==> config.mk <==
export PLATFORM = sky130hd
export DESIGN_NAME = layer_compositor
export DESIGN_NICKNAME = d
export VERILOG_FILES = /design/src/rtl/compositor_pkg.sv /design/src/rtl/sync_delay_line.sv /design/src/rtl/layer_compositor.sv
export SDC_FILE = /design/constraint.sdc
export NUM_CORES = 1
export LEC_CHECK = 0
export ABC_AREA = 1
export ABC_CLOCK_PERIOD_IN_PS = 1200
export CAP_MARGIN = 30
export CELL_PAD_IN_SITES_DETAIL_PLACEMENT = 0
export CELL_PAD_IN_SITES_GLOBAL_PLACEMENT = 1
export CORE_MARGIN = 1.5
export CORE_UTILIZATION = 32
export CTS_CLUSTER_SIZE = 20
export DETAILED_ROUTE_END_ITERATION = 7
export HOLD_SLACK_MARGIN = 0.05
export PLACE_DENSITY_LB_ADDON = 0.12
export RECOVER_POWER = 50
export SYNTH_ARGS = -nofsm -noshare
export SYNTH_HDL_FRONTEND = slang
export SYNTH_SLANG_ARGS = --single-unit
==> constraint.sdc <==
create_clock -name clk -period 1.2 [get_ports clk]
set_input_delay 0.12 -clock clk [delete_from_list [all_inputs] [get_ports clk]]
set_output_delay 0.12 -clock clk [all_outputs]
set_load 0.02 [all_outputs]
==> src/rtl/compositor_pkg.sv <==
// rtl/compositor_pkg.sv - shared types and pair-index helpers for the layer compositor
package compositor_pkg;

  localparam logic HS_ACTIVE_DEFAULT = 1'b0;
  localparam logic VS_ACTIVE_DEFAULT = 1'b0;
  localparam int   RGB_CB_DEFAULT    = 4;

  typedef struct packed {
    logic [RGB_CB_DEFAULT-1:0] r;
    logic [RGB_CB_DEFAULT-1:0] g;
    logic [RGB_CB_DEFAULT-1:0] b;
  } rgb_t;

  function automatic int num_pairs(input int n);
    return n * (n - 1) / 2;
  endfunction

  // Row-major upper-triangle index of pair (i<j).
  function automatic int pair_index(input int i, input int j, input int n);
    return i * n - i * (i + 1) / 2 + (j - i - 1);
  endfunction

endpackage

==> src/rtl/sync_delay_line.sv <==
// rtl/sync_delay_line.sv - fixed-depth shift register with a per-bit reset value
module sync_delay_line #(
  parameter int               WIDTH   = 3,
  parameter int               DEPTH   = 2,
  parameter logic [WIDTH-1:0] RST_VAL = '0
) (
  input  logic             clk,
  input  logic             rst_n,
  input  logic [WIDTH-1:0] i_data,
  output logic [WIDTH-1:0] o_data
);

  logic [WIDTH-1:0] r_stage [DEPTH];

  always_ff @(posedge clk) begin
    if (!rst_n) begin
      for (int k = 0; k < DEPTH; k++) r_stage[k] <= RST_VAL;
    end else begin
      r_stage[0] <= i_data;
      for (int k = 1; k < DEPTH; k++) r_stage[k] <= r_stage[k-1];
    end
  end

  assign o_data = r_stage[DEPTH-1];

endmodule

==> src/rtl/layer_compositor.sv <==
// rtl/layer_compositor.sv - fixed-priority layer mixer with frame-synchronous enable/blink and collision flags
module layer_compositor
  import compositor_pkg::*;
#(
  parameter int                    NUM_LAYERS     = 4,
  parameter int                    COLOR_BITS     = 4,
  parameter int                    PIPE_DEPTH     = 2,
  parameter int                    BLINK_DIV_LOG2 = 5,
  parameter logic [3*COLOR_BITS-1:0] BG_COLOR     = '0,
  parameter logic                  HS_ACTIVE      = HS_ACTIVE_DEFAULT,
  parameter logic                  VS_ACTIVE      = VS_ACTIVE_DEFAULT
) (
  input  logic                                   clk,
  input  logic                                   rst_n,
  input  logic                                   hsync_in,
  input  logic                                   vsync_in,
  input  logic                                   display_on_in,
  input  logic [NUM_LAYERS-1:0]                  layer_on,
  input  logic [NUM_LAYERS*3*COLOR_BITS-1:0]     layer_rgb,
  input  logic [NUM_LAYERS-1:0]                  layer_en_req,
  input  logic [NUM_LAYERS-1:0]                  layer_blink_req,
  output logic [COLOR_BITS-1:0]                  vga_r,
  output logic [COLOR_BITS-1:0]                  vga_g,
  output logic [COLOR_BITS-1:0]                  vga_b,
  output logic                                   vga_hs,
  output logic                                   vga_vs,
  output logic                                   frame_tick,
  output logic [num_pairs(NUM_LAYERS)-1:0]       collision
);

  localparam int RGB_W = 3 * COLOR_BITS;
  localparam int NP    = num_pairs(NUM_LAYERS);
  localparam int FCW   = BLINK_DIV_LOG2 + 1;

  logic                  r_vs_prev;
  logic                  w_fs;
  logic [NUM_LAYERS-1:0] r_en_shadow;
  logic [NUM_LAYERS-1:0] r_blink_shadow;
  logic [FCW-1:0]        r_frame_cnt;
  logic                  w_blink_phase;
  logic [NUM_LAYERS-1:0] w_visible;
  logic [RGB_W-1:0]      w_pix;
  logic [RGB_W-1:0]      r_pipe [PIPE_DEPTH];
  logic [NP-1:0]         w_coll_term;
  logic [NP-1:0]         r_coll_acc;
  logic [NP-1:0]         r_collision;
  logic                  r_frame_tick;
  logic [2:0]            w_sync_out;

  assign w_fs          = (vsync_in == VS_ACTIVE) && (r_vs_prev != VS_ACTIVE);
  assign w_blink_phase = r_frame_cnt[BLINK_DIV_LOG2];
  assign w_visible     = layer_on & r_en_shadow & (~r_blink_shadow | {NUM_LAYERS{~w_blink_phase}});

  // Descending scan so the lowest-index visible layer wins; hidden layers' colour is never selected.
  always_comb begin
    w_pix = BG_COLOR;
    for (int i = NUM_LAYERS - 1; i >= 0; i--) begin
      if (w_visible[i]) w_pix = layer_rgb[i*RGB_W +: RGB_W];
    end
  end

  for (genvar gi = 0; gi < NUM_LAYERS; gi++) begin : g_row
    for (genvar gj = gi + 1; gj < NUM_LAYERS; gj++) begin : g_col
      assign w_coll_term[pair_index(gi, gj, NUM_LAYERS)] =
        display_on_in & layer_on[gi] & layer_on[gj] & r_en_shadow[gi] & r_en_shadow[gj];
    end
  end

  always_ff @(posedge clk) begin
    if (!rst_n) begin
      r_vs_prev      <= VS_ACTIVE;
      r_en_shadow    <= '1;
      r_blink_shadow <= '0;
      r_frame_cnt    <= '0;
      r_coll_acc     <= '0;
      r_collision    <= '0;
      r_frame_tick   <= 1'b0;
    end else begin
      r_vs_prev    <= vsync_in;
      r_frame_tick <= w_fs;
      if (w_fs) begin
        r_en_shadow    <= layer_en_req;
        r_blink_shadow <= layer_blink_req;
        r_frame_cnt    <= r_frame_cnt + FCW'(1);
        r_collision    <= r_coll_acc | w_coll_term;
        r_coll_acc     <= '0;
      end else begin
        r_coll_acc     <= r_coll_acc | w_coll_term;
      end
    end
  end

  // Only stage 0 does work; later stages retime to line up with the sync delay line.
  always_ff @(posedge clk) begin
    if (!rst_n) begin
      for (int k = 0; k < PIPE_DEPTH; k++) r_pipe[k] <= '0;
    end else begin
      r_pipe[0] <= w_pix;
      for (int k = 1; k < PIPE_DEPTH; k++) r_pipe[k] <= r_pipe[k-1];
    end
  end

  sync_delay_line #(
    .WIDTH   (3),
    .DEPTH   (PIPE_DEPTH),
    .RST_VAL ({~HS_ACTIVE, ~VS_ACTIVE, 1'b0})
  ) u_sync_delay (
    .clk    (clk),
    .rst_n  (rst_n),
    .i_data ({hsync_in, vsync_in, display_on_in}),
    .o_data (w_sync_out)
  );

  assign {vga_r, vga_g, vga_b} = w_sync_out[0] ? r_pipe[PIPE_DEPTH-1] : '0;
  assign vga_hs     = w_sync_out[2];
  assign vga_vs     = w_sync_out[1];
  assign frame_tick = r_frame_tick;
  assign collision  = r_collision;

endmodule
==> reports/metrics.yaml <==
placed_area_um2: 3684
p_int_mw: 3.848
hold_buffers: 0
cts.sinks: 58
seq_power_share_pct: 40.4
min_period_ps: 1189
track_usage_pct: 16.26
power_mw: 5.079
grt_pass1_vias: 2287
first_pass_iters: 4
tns_ps: 0
fin_nets: 539
switchingPower_mw: 1.230
drc_errors: 0
power_density_nw_per_um2: 1232
synth_seq_cells: 58
hpwl_um: 4860
clk_latency_ps: 340
setup_violations: 0
final_cell_mix: "99 x nand2_1, 63 x inv_1, 63 x clkdlybuf4s50_1"
p_leak_nw: 2.173
clock_tree.root_cell: "clkbuf_8"
area_growth_pct: 59.49
path_class: "register to register"
netlist_instances: 365
end_kind: "register"
tightestPinTransition_ps: 315.3
fmax_mhz: 841.1
slew_violations: 0
pwr-share-comb_pct: 15.8
core_um2: 7767
worstSetupStartpointType: "register"
io_pins: 86
die_w_um: 92.88
final_common_cell: "nand2_1"
clockBufferDepth: 2
antenna_found_initial: 0
post-route-period-util_pct: 99.08
cap_violations: 0
final.fill_count: 782
status: "finished clean"
switching_share_pct: 24.22
wl_per_cell_um: 11.56
h-tree-depth: 3
peakVddDrop_mv: 1.049
yosysSeqAreaShare_pct: 44.92
syn_avg_cell_area_um2: 7.082
fin_util_pct: 53.08
critPathLaunch: "r_frame_cnt[5]"
detail_route.iter0.violations: 49
slew-limit-headroom_pct: 78.98
initial_core_util_pct: 33.28
die-area_um2: 8627
r2r_start: "r_frame_cnt[5]"
drive_gt1_share_pct: 24.06
wl_um: 6704
via_count: 2412
ys_types: 25
clkPwrFrac_pct: 43.8
overflow: 0
diodes: 0
skew_ps: 7.993
min_path_type: "input port to register"
die_h_um: 92.88
ant_nets: 0
crit_fanout: 6
synthesis.nets: 431
grt_pass1_wl_um: 10820
netlist_area_um2: 2585
rsz0062_at_grt: "yes"
viasPerCell: 4.159
grt_max_degree: 17
cts_buffers: 9
arrival_ps: 1460
hold_start: "vsync_in"
ys_warn_count: 0
cts_tree: "built"
finalInstanceArea_um2: 4123
cts.clk_slew.worst_paths_ps: 70
rows: 32
io_buffer_count: 85
required_ps: 1480
gp_congestion: 0.8426
timing.hold.ws_ps: 347.7
hold_viol: 0
==> metrics by stage <==
step,cells,worst slack (ps)
floorplan,365,146.0
global placement,557,-277.0
detailed placement,557,-274.8
CTS,577,-41.13
global route,580,-66.18
finish,580,11.09
==> routing by layer <==
metal,routed length (µm),up-vias,GRT usage (%)
met5,0,-,0
met4,181,0,7.702
met3,307,12,4.598
met2,3019,55,25.24
met1,3195,1027,20.67
li1,-,1318,-
==> worst paths after layout <==
| check | slack [ps] | cells after the start | to |
|---|---|---|---|
| hold reg to reg | 410 | 2 | r_pipe[0][22] |
| setup / recovery | 10 | 9 | r_pipe[0][8] |
| hold / removal | 350 | 3 | r_vs_prev |
| setup reg to reg | 10 | 9 | r_pipe[0][8] |
==> power by group through the flow <==
stage          combinational (mW)  sequential (mW)  clock (mW)
3_5_place_dp                0.720             2.10           0
2_1_floorplan               0.342             2.10           0
6_report                    0.801             2.05        2.23
5_1_grt                     0.883             2.06        2.36
4_1_cts                     0.750             2.05        2.28
3_3_place_gp                0.717             2.09           0
==> cell type report <==
cell class | instances | area (µm²) | area share, %
clock buffers | 9 | 123.9 | 3.005
repair buffers | 111 | 1112 | 26.98
flip-flops and latches | 58 | 1164 | 28.22
clock inverters | 7 | 125.1 | 3.035
inverters | 76 | 285.3 | 6.920
well taps | 102 | 127.6 | 3.096
multi-input cells | 217 | 1185 | 28.74
==> critical path, cell delays in order (launching register included) <==
cell     delay [ps]
dfxtp_2         330
buf_6           120
nand2_4          50
inv_2            40
nor2_4          150
buf_12          170
nand2_4          50
nand2_2          70
inv_2            30
a21oi_2         120
==> synthesized netlist by cell type, drive strengths merged <==
cell type  count  share of area (%)
a22o           4                1.4
a21oi         12                4.1
inv           76                 11
nor3           1               0.19
o21bai         6                1.7
and2           5                1.2
xnor2          1               0.34
ha             1               0.48
nand2        125                 18
a31oi          1               0.24
nand3         27                5.2
clkbuf         4               0.58
o22a           4                1.4
dfxtp         58                 45
nor2          10                1.6
buf           11                3.0
or2            3               0.73
o21ai         16                3.5
==> sequential cells by signal, indices dropped and copies added (netlist names) <==
name                  flops
r_pipe                   24
collision                 6
r_coll_acc                6
r_frame_cnt               6
u_sync_delay.r_stage      6
r_blink_shadow            4
r_en_shadow               4
frame_tick                1
r_vs_prev                 1
==> cell families after synthesis <==
group                    synth area share, %
AND/OR/NAND/NOR                        27.35
buffers and inverters                  14.62
flip-flops                             44.92
AO/OA/AOI/OAI                          12.29
XOR/XNOR                              0.3389
adder cells (fa/ha/maj)               0.4839
==> timing repair <==
action / CTS / global route
setup endpoints to repair: 33 / 24
gates resized for setup: 78 / 41
gates cloned: 2 / 0
pin swaps: 12 / 11
buffers inserted: 2 / 3
Note: power is estimated with default switching activity, not from simulation.
